`config.mk`:
```
export PLATFORM = sky130hd
export DESIGN_NAME = btn_debounce
export DESIGN_NICKNAME = d
export VERILOG_FILES = /design/src/rtl/btn_pkg.sv /design/src/rtl/sync_2ff.sv /design/src/rtl/btn_debounce.sv
export SDC_FILE = /design/constraint.sdc
export NUM_CORES = 1
export LEC_CHECK = 0
export CAP_MARGIN = 20
export CORE_AREA = 2 2 49 51
export DETAILED_ROUTE_END_ITERATION = 10
export DIE_AREA = 0 0 51 53
export DONT_BUFFER_PORTS = 1
export PLACE_DENSITY = 0.79
export SYNTH_ARGS = -nofsm -noshare
export SYNTH_HDL_FRONTEND = slang
export SYNTH_SLANG_ARGS = --single-unit
```
`constraint.sdc`:
```
create_clock -name clk100mhz -period 2.2 [get_ports clk100mhz]
set_input_delay 0.44 -clock clk100mhz [delete_from_list [all_inputs] [get_ports clk100mhz]]
set_output_delay 0.44 -clock clk100mhz [all_outputs]
set_load 0.1 [all_outputs]
```
`src/rtl/btn_pkg.sv`:
```
// Shared types and defaults for the pushbutton conditioner.
package btn_pkg;

    // Debounce FSM: two stable levels, each with a candidate state for the other level.
    typedef enum logic [1:0] {
        ST_LOW       = 2'd0,
        ST_WAIT_HIGH = 2'd1,
        ST_HIGH      = 2'd2,
        ST_WAIT_LOW  = 2'd3
    } btn_state_t;

    // 10 ms at 100 MHz.
    localparam int BTN_DEBOUNCE_DEFAULT = 1_000_000;

endpackage

```
`src/rtl/sync_2ff.sv`:
```
// 1-bit two-flop synchronizer with synchronous active-high reset to 0.
module sync_2ff (
    input  logic i_clk,
    input  logic i_rst,
    input  logic i_d,
    output logic o_q
);

    logic r_s1;
    logic r_s2;

    // Two back-to-back flops give the first stage a full cycle to resolve.
    always_ff @(posedge i_clk) begin
        if (i_rst) begin
            r_s1 <= 1'b0;
            r_s2 <= 1'b0;
        end else begin
            r_s1 <= i_d;
            r_s2 <= r_s1;
        end
    end

    assign o_q = r_s2;

endmodule

```
`src/rtl/btn_debounce.sv`:
```
// Pushbutton conditioner: synchronize, debounce, and emit press/release strobes
// plus a press-toggled LED level. All outputs are registered.
module btn_debounce
    import btn_pkg::*;
#(
    parameter int DEBOUNCE_CYCLES = BTN_DEBOUNCE_DEFAULT,
    parameter int CNT_W           = $clog2(DEBOUNCE_CYCLES)
) (
    input  logic clk100mhz,
    input  logic rst,
    input  logic btn,
    output logic btn_level,
    output logic btn_press,
    output logic btn_release,
    output logic led_toggle
);

    // Last counter value in a candidate state; one more matching sample accepts.
    localparam logic [CNT_W-1:0] CNT_LAST = CNT_W'(DEBOUNCE_CYCLES - 1);

    (* mark_debug = "true" *) logic       w_s;
    (* mark_debug = "true" *) btn_state_t r_state;

    logic [CNT_W-1:0] r_cnt;
    logic             r_level;
    logic             r_press;
    logic             r_release;
    logic             r_toggle;

    btn_state_t       w_state_nxt;
    logic [CNT_W-1:0] w_cnt_nxt;
    logic             w_level_nxt;
    logic             w_press_nxt;
    logic             w_release_nxt;
    logic             w_toggle_nxt;

    sync_2ff u_sync (
        .i_clk (clk100mhz),
        .i_rst (rst),
        .i_d   (btn),
        .o_q   (w_s)
    );

    // State, counter and output registers; reset wins over any transition.
    always_ff @(posedge clk100mhz) begin
        if (rst) begin
            r_state   <= ST_LOW;
            r_cnt     <= '0;
            r_level   <= 1'b0;
            r_press   <= 1'b0;
            r_release <= 1'b0;
            r_toggle  <= 1'b0;
        end else begin
            r_state   <= w_state_nxt;
            r_cnt     <= w_cnt_nxt;
            r_level   <= w_level_nxt;
            r_press   <= w_press_nxt;
            r_release <= w_release_nxt;
            r_toggle  <= w_toggle_nxt;
        end
    end

    // Next-state logic: any sample back at the stable level drops the candidate.
    always_comb begin
        w_state_nxt   = r_state;
        w_cnt_nxt     = r_cnt;
        w_level_nxt   = r_level;
        w_press_nxt   = 1'b0;
        w_release_nxt = 1'b0;
        w_toggle_nxt  = r_toggle;
        case (r_state)
            ST_LOW: begin
                w_cnt_nxt = '0;
                if (w_s) w_state_nxt = ST_WAIT_HIGH;
            end
            ST_WAIT_HIGH: begin
                if (!w_s) begin
                    w_state_nxt = ST_LOW;
                    w_cnt_nxt   = '0;
                end else if (r_cnt == CNT_LAST) begin
                    w_state_nxt  = ST_HIGH;
                    w_cnt_nxt    = '0;
                    w_level_nxt  = 1'b1;
                    w_press_nxt  = 1'b1;
                    w_toggle_nxt = ~r_toggle;
                end else begin
                    w_cnt_nxt = r_cnt + CNT_W'(1);
                end
            end
            ST_HIGH: begin
                w_cnt_nxt = '0;
                if (!w_s) w_state_nxt = ST_WAIT_LOW;
            end
            ST_WAIT_LOW: begin
                if (w_s) begin
                    w_state_nxt = ST_HIGH;
                    w_cnt_nxt   = '0;
                end else if (r_cnt == CNT_LAST) begin
                    w_state_nxt   = ST_LOW;
                    w_cnt_nxt     = '0;
                    w_level_nxt   = 1'b0;
                    w_release_nxt = 1'b1;
                end else begin
                    w_cnt_nxt = r_cnt + CNT_W'(1);
                end
            end
            default: begin
                w_state_nxt = ST_LOW;
                w_cnt_nxt   = '0;
            end
        endcase
    end

    assign btn_level   = r_level;
    assign btn_press   = r_press;
    assign btn_release = r_release;
    assign led_toggle  = r_toggle;

endmodule

```
; Word level (Yosys, flattened, before mapping)
; Index checks and enable logic that the tools add are counted.
[word_totals]
ff_bits = 28
input_bits = 3
wordCells = 50
[classes]
add_sub_neg = 1
n_eq_ne = 12
mux = 17
bitwise = 4
reduce_logical = 8
[op_table]
columns = cell, count
row1 = $mux 20, 3
row2 = $pmux 20 s3, 1
row3 = $add 20x1->20 const B, 1
row4 = $eq 20x20->1 const B, 1
row5 = $mux 2, 6
row6 = $ne 2x2->1 const B, 4
row7 = $pmux 2 s4, 1
row8 = $reduce_or 3->1, 2
row9 = $mux 1, 5
row10 = $reduce_and 5->1, 1
row11 = $eq 2x2->1 const B, 2
row12 = $ne 2x1->1 const B, 2
row13 = $not 1->1, 4
row14 = $reduce_and 4->1, 1
row15 = $ne 3x2->1 const B, 1
row16 = $ne 3x3->1 const B, 1
row17 = $reduce_and 3->1, 1
row18 = $eq 2x1->1 const B, 1
row19 = $logic_not 2->1, 1
row20 = $pmux 1 s2, 1
row21 = $reduce_bool 2->1, 1
row22 = $reduce_or 2->1, 1

; Longest topological paths before layout
[logic_depth]
word_depth = 4
ltp_mapped = 6
ltp_nobuf = 5

; Hierarchy
; A second synthesis with hierarchy kept.
[unflattened]
hier_cells = 135
area_unflattened_um2 = 1186.1
[modules_own_cells]
columns = mod, n_inst, cells_each, area_each_um2, seq_area_each_um2
row1 = btn_debounce, 1, 131, 1133.6, 520.5
row2 = sync_2ff, 1, 4, 52.6, 40.0

; Worst setup path after synthesis
; Ideal clock, no wire load.
[synth_timing]
kind = register to register
start = reg r_cnt[0]
end = reg r_toggle (netlist: led_toggle)
setup_ns = 0.070
arrival_ns = 1.874
required_time_ns = 2.130
slack_ns = 0.257
stages_incl_launch_ff = 6
synth_period_minus_slack_ns = 1.943
cell_sequence = dfxtp_1 ha_1 nand3_4 or4_4 or4_1 a21oi_1
[synth_via]
elab_chain_len = 2
[synth_rtl]
columns = item, line_no
row1 = start: declaration, btn_debounce.sv:24  ; logic [CNT_W-1:0] r_cnt;
row2 = start signal: assignment, btn_debounce.sv:55  ; r_cnt <= w_cnt_nxt;
row3 = $eq 20x20->1, btn_debounce.sv:80  ; end else if (r_cnt == CNT_LAST) begin
row4 = $reduce_and 3->1 (no line), --
row5 = end signal: assignment, btn_debounce.sv:59  ; r_toggle <= w_toggle_nxt;
row6 = end: declaration, btn_debounce.sv:28  ; logic r_toggle;
; No other way between the ends.
; A chain may end at the register's enable or synchronous reset.

; Final worst setup path
; Same ends and word-level chain as after synthesis.

==> summary.txt <==
CTS tree: done
Top cells by area, synth: dfxtp_1 (47%), xnor2_1 (9.6%), nor2_1 (6.3%)
MaxCap Viol Count: 0
I/O pin total: 7
Largest net degree at the start of global routing: 16
Initial antenna violation count: 0
Gr usage total: 18.33%
CP peak stage delay: 0.58 ns
Clock power frac: 31.2%
Max Clock Skew: 0.01124 ns
Cells after synthesis: 134
Met2 wire length: 1088 µm
Fraction of layout cells with a size suffix above 1: 10.56%
Part of the power in combinational logic: 2.8%
# clock sinks: 28
Max layer used: met4
Rel. slew slack: 32.99%
Num CTS Buffers: 3
Final #Nets: 147
Area grow syn2layout: 9.349%
Die H: 53 µm
Mapped Area: 0.001191 mm²
Detail Placement HPWL: 1621 µm
Crit-path max FO: 9
Die area: 0.002703 mm²
Starting Density: 55.45%
CTS clk-pin slew, worst paths: 0.15 ns
WP data required: 2.46 ns
Least-Margin Pin Slew: 1.004 ns
Yosys Warn Count: 0
Switching Power: 159.9 µW
Sequential fraction of the synthesis area: 47.06%
Crit-path cells: ha_2 > nand3_4 > or4_4 > or4_1 > a21oi_1
Total wire length: 2152 µm
Yosys top cell by area: dfxtp_1
Most frequent cells in the layout: dfxtp_1 (28), nor2_1 (20), xnor2_1 (13), nor4_1 (7), inv_1 (7)
H-tree depth: 1
Vias in the first global route: 903
Core area: 0.002148 mm²
Post-synth top area share: 47.06%
Commonest non-fill, non-tap cell in the layout: dfxtp_1
Ant. Diodes: 0
Post-CTS setup buffers: 0
Via/cell ratio: 5.647
Worst path top cell family by delay: simple AND/OR/NAND/NOR gates
Critical Path Start Type: flop
Met3 routed WL: 75 µm
Sw frac: 20.56%
Period utilisation layout: 95.86%
Flops & latches, synth: 28
Synth Area per Inst: 8.889 µm²
RSZ-0062 raised after global routing: no
WL met1: 975 µm
Outcome: finished clean
Worst-skew pair later-pin latency: 0.32 ns
First-pass GRT wire length: 3705 µm
Yosys cell types: 30
Final worst path period need: 2.109 ns
DRC Markers: 0
Port bufs: 0
PD cells: 597.3 mW/mm²
HP Class: primary input to flop
Worst Path Class, Setup: flop to flop
Routed WL per cell: 12.66 µm
Fin cells: 170
Row count: 17
Arrival time at the worst endpoint: 2.36 ns
TritonRoute pass-1 iters: 4
Root Buffer: clkbuf_4
Die X-Extent: 51 µm
GPL Wtd Cong: 0.7775
GRT Residual Overflow: 0
Achievable frequency: 474.2 MHz
TNS Setup: 0 ns
R2R Setup Slk: 0.09 ns
DRT iter0 DRCs: 12
P_leak: 0.3515 nW
Hold Violations, Final: 0
Net count after synthesis: 138
Max VDD drop: 0.4034 mV
Routed vias: 960
Clk buf depth: 2
Flop pwr share: 66.0%
Worst path buffer plus inverter count: 0
Slew Viols, Final: 0
Internal power: 618.0 µW
Crit-path slowest cell: or4_4
Dpl cells: 166
Final setup viols: 0
ANT nets after route: 0
Worst setup EP type: flop
flip-flops by register name, indices dropped and copies added (netlist names), named ones only:
register     cells
r_cnt           20
btn_level        1
btn_press        1
btn_release      1
led_toggle       1
r_state          1
u_sync.o_q       1
u_sync.r_s1      1
through the flow:
stage | hold WS, ns | total power, mW | setup WS (ns) | util, % | area (µm²)
floorplan | 0.4138 | 0.5422 | 0.2565 | - | 1191
global placement | 0.4225 | 0.5461 | 0.2054 | 58.82 | 1264
detailed placement | 0.4315 | 0.5467 | 0.1207 | 58.82 | 1264
CTS | 0.1593 | 0.7852 | 0.08159 | 60.51 | 1300
global route | 0.1471 | 0.8035 | 0.01345 | 60.63 | 1303
finish | 0.1744 | 0.7779 | 0.09117 | 60.63 | 1303
power groups by stage:
stage | registers (mW) | logic (mW) | clock network (mW)
finish | 0.514 | 0.0219 | 0.242
global route | 0.514 | 0.0230 | 0.266
CTS | 0.514 | 0.0221 | 0.249
detailed placement | 0.525 | 0.0220 | 0
global placement | 0.525 | 0.0215 | 0
floorplan | 0.537 | 0.00565 | 0
Yosys cell counts:
cell type,number
nor3_1,3
nand3_4,1
nand2b_1,1
o21ai_0,6
a211o_1,1
nor2_1,20
nand3_1,6
or4_1,2
or2b_1,1
nand2b_2,1
xnor2_1,13
a21oi_1,6
a31oi_1,2
nor4_1,7
or3_2,1
inv_1,7
dfxtp_1,28
nor2b_1,2
o31ai_1,2
clkbuf_1,2
ha_1,1
and4_1,1
nand2_1,4
or3_1,5
nor4b_1,1
a21o_1,1
or4_4,1
xor2_1,1
and2_1,1
nand4_1,6
layout make-up:
class | instances | area [µm²]
clock buffers | 4 | 36.28
fillers | 194 | 845.8
inverters | 7 | 26.28
multi-input cells | 97 | 599.3
flip-flops and latches | 28 | 560.5
well taps | 28 | 35.03
repair buffers | 6 | 45.04
worst paths after layout:
path,startpoint,to,cells after the start
worst max-delay path,r_cnt[0],led_toggle,5
worst min-delay path,rst,btn_release,1
worst max register to register,r_cnt[0],led_toggle,5
worst min register to register,u_sync.r_s1,u_sync.o_q,1
metal layers:
layer / vias up / global-route usage (%)
met2: 18 / 34.42
met1: 453 / 20.42
met4: 0 / 8.108
met5: - / 0
met3: 2 / 2.542
li1: 487 / -
cell families after synthesis:
| logic type | after synthesis | share of synthesized area, % |
|---|---|---|
| flip-flops | 28 | 47.06 |
| adder cells (fa/ha/maj) | 1 | 1.050 |
| XOR/XNOR | 14 | 10.29 |
| AO/OA/AOI/OAI | 18 | 8.719 |
| AND/OR/NAND/NOR | 64 | 30.04 |
| buffers and inverters | 9 | 2.837 |
timing repair:
action | 4_1_cts | 5_1_grt
gates resized for setup | 0 | 1
hold buffers | 0 | 0
setup endpoints to repair | 0 | 1
worst register-to-register path: stages, from the launching register on:
cell and delay, ns:
dfxtp_1 0.40, ha_2 0.24, nand3_4 0.14, or4_4 0.58
or4_1 0.53, a21oi_1 0.15
(Power assumes the default switching activity.)
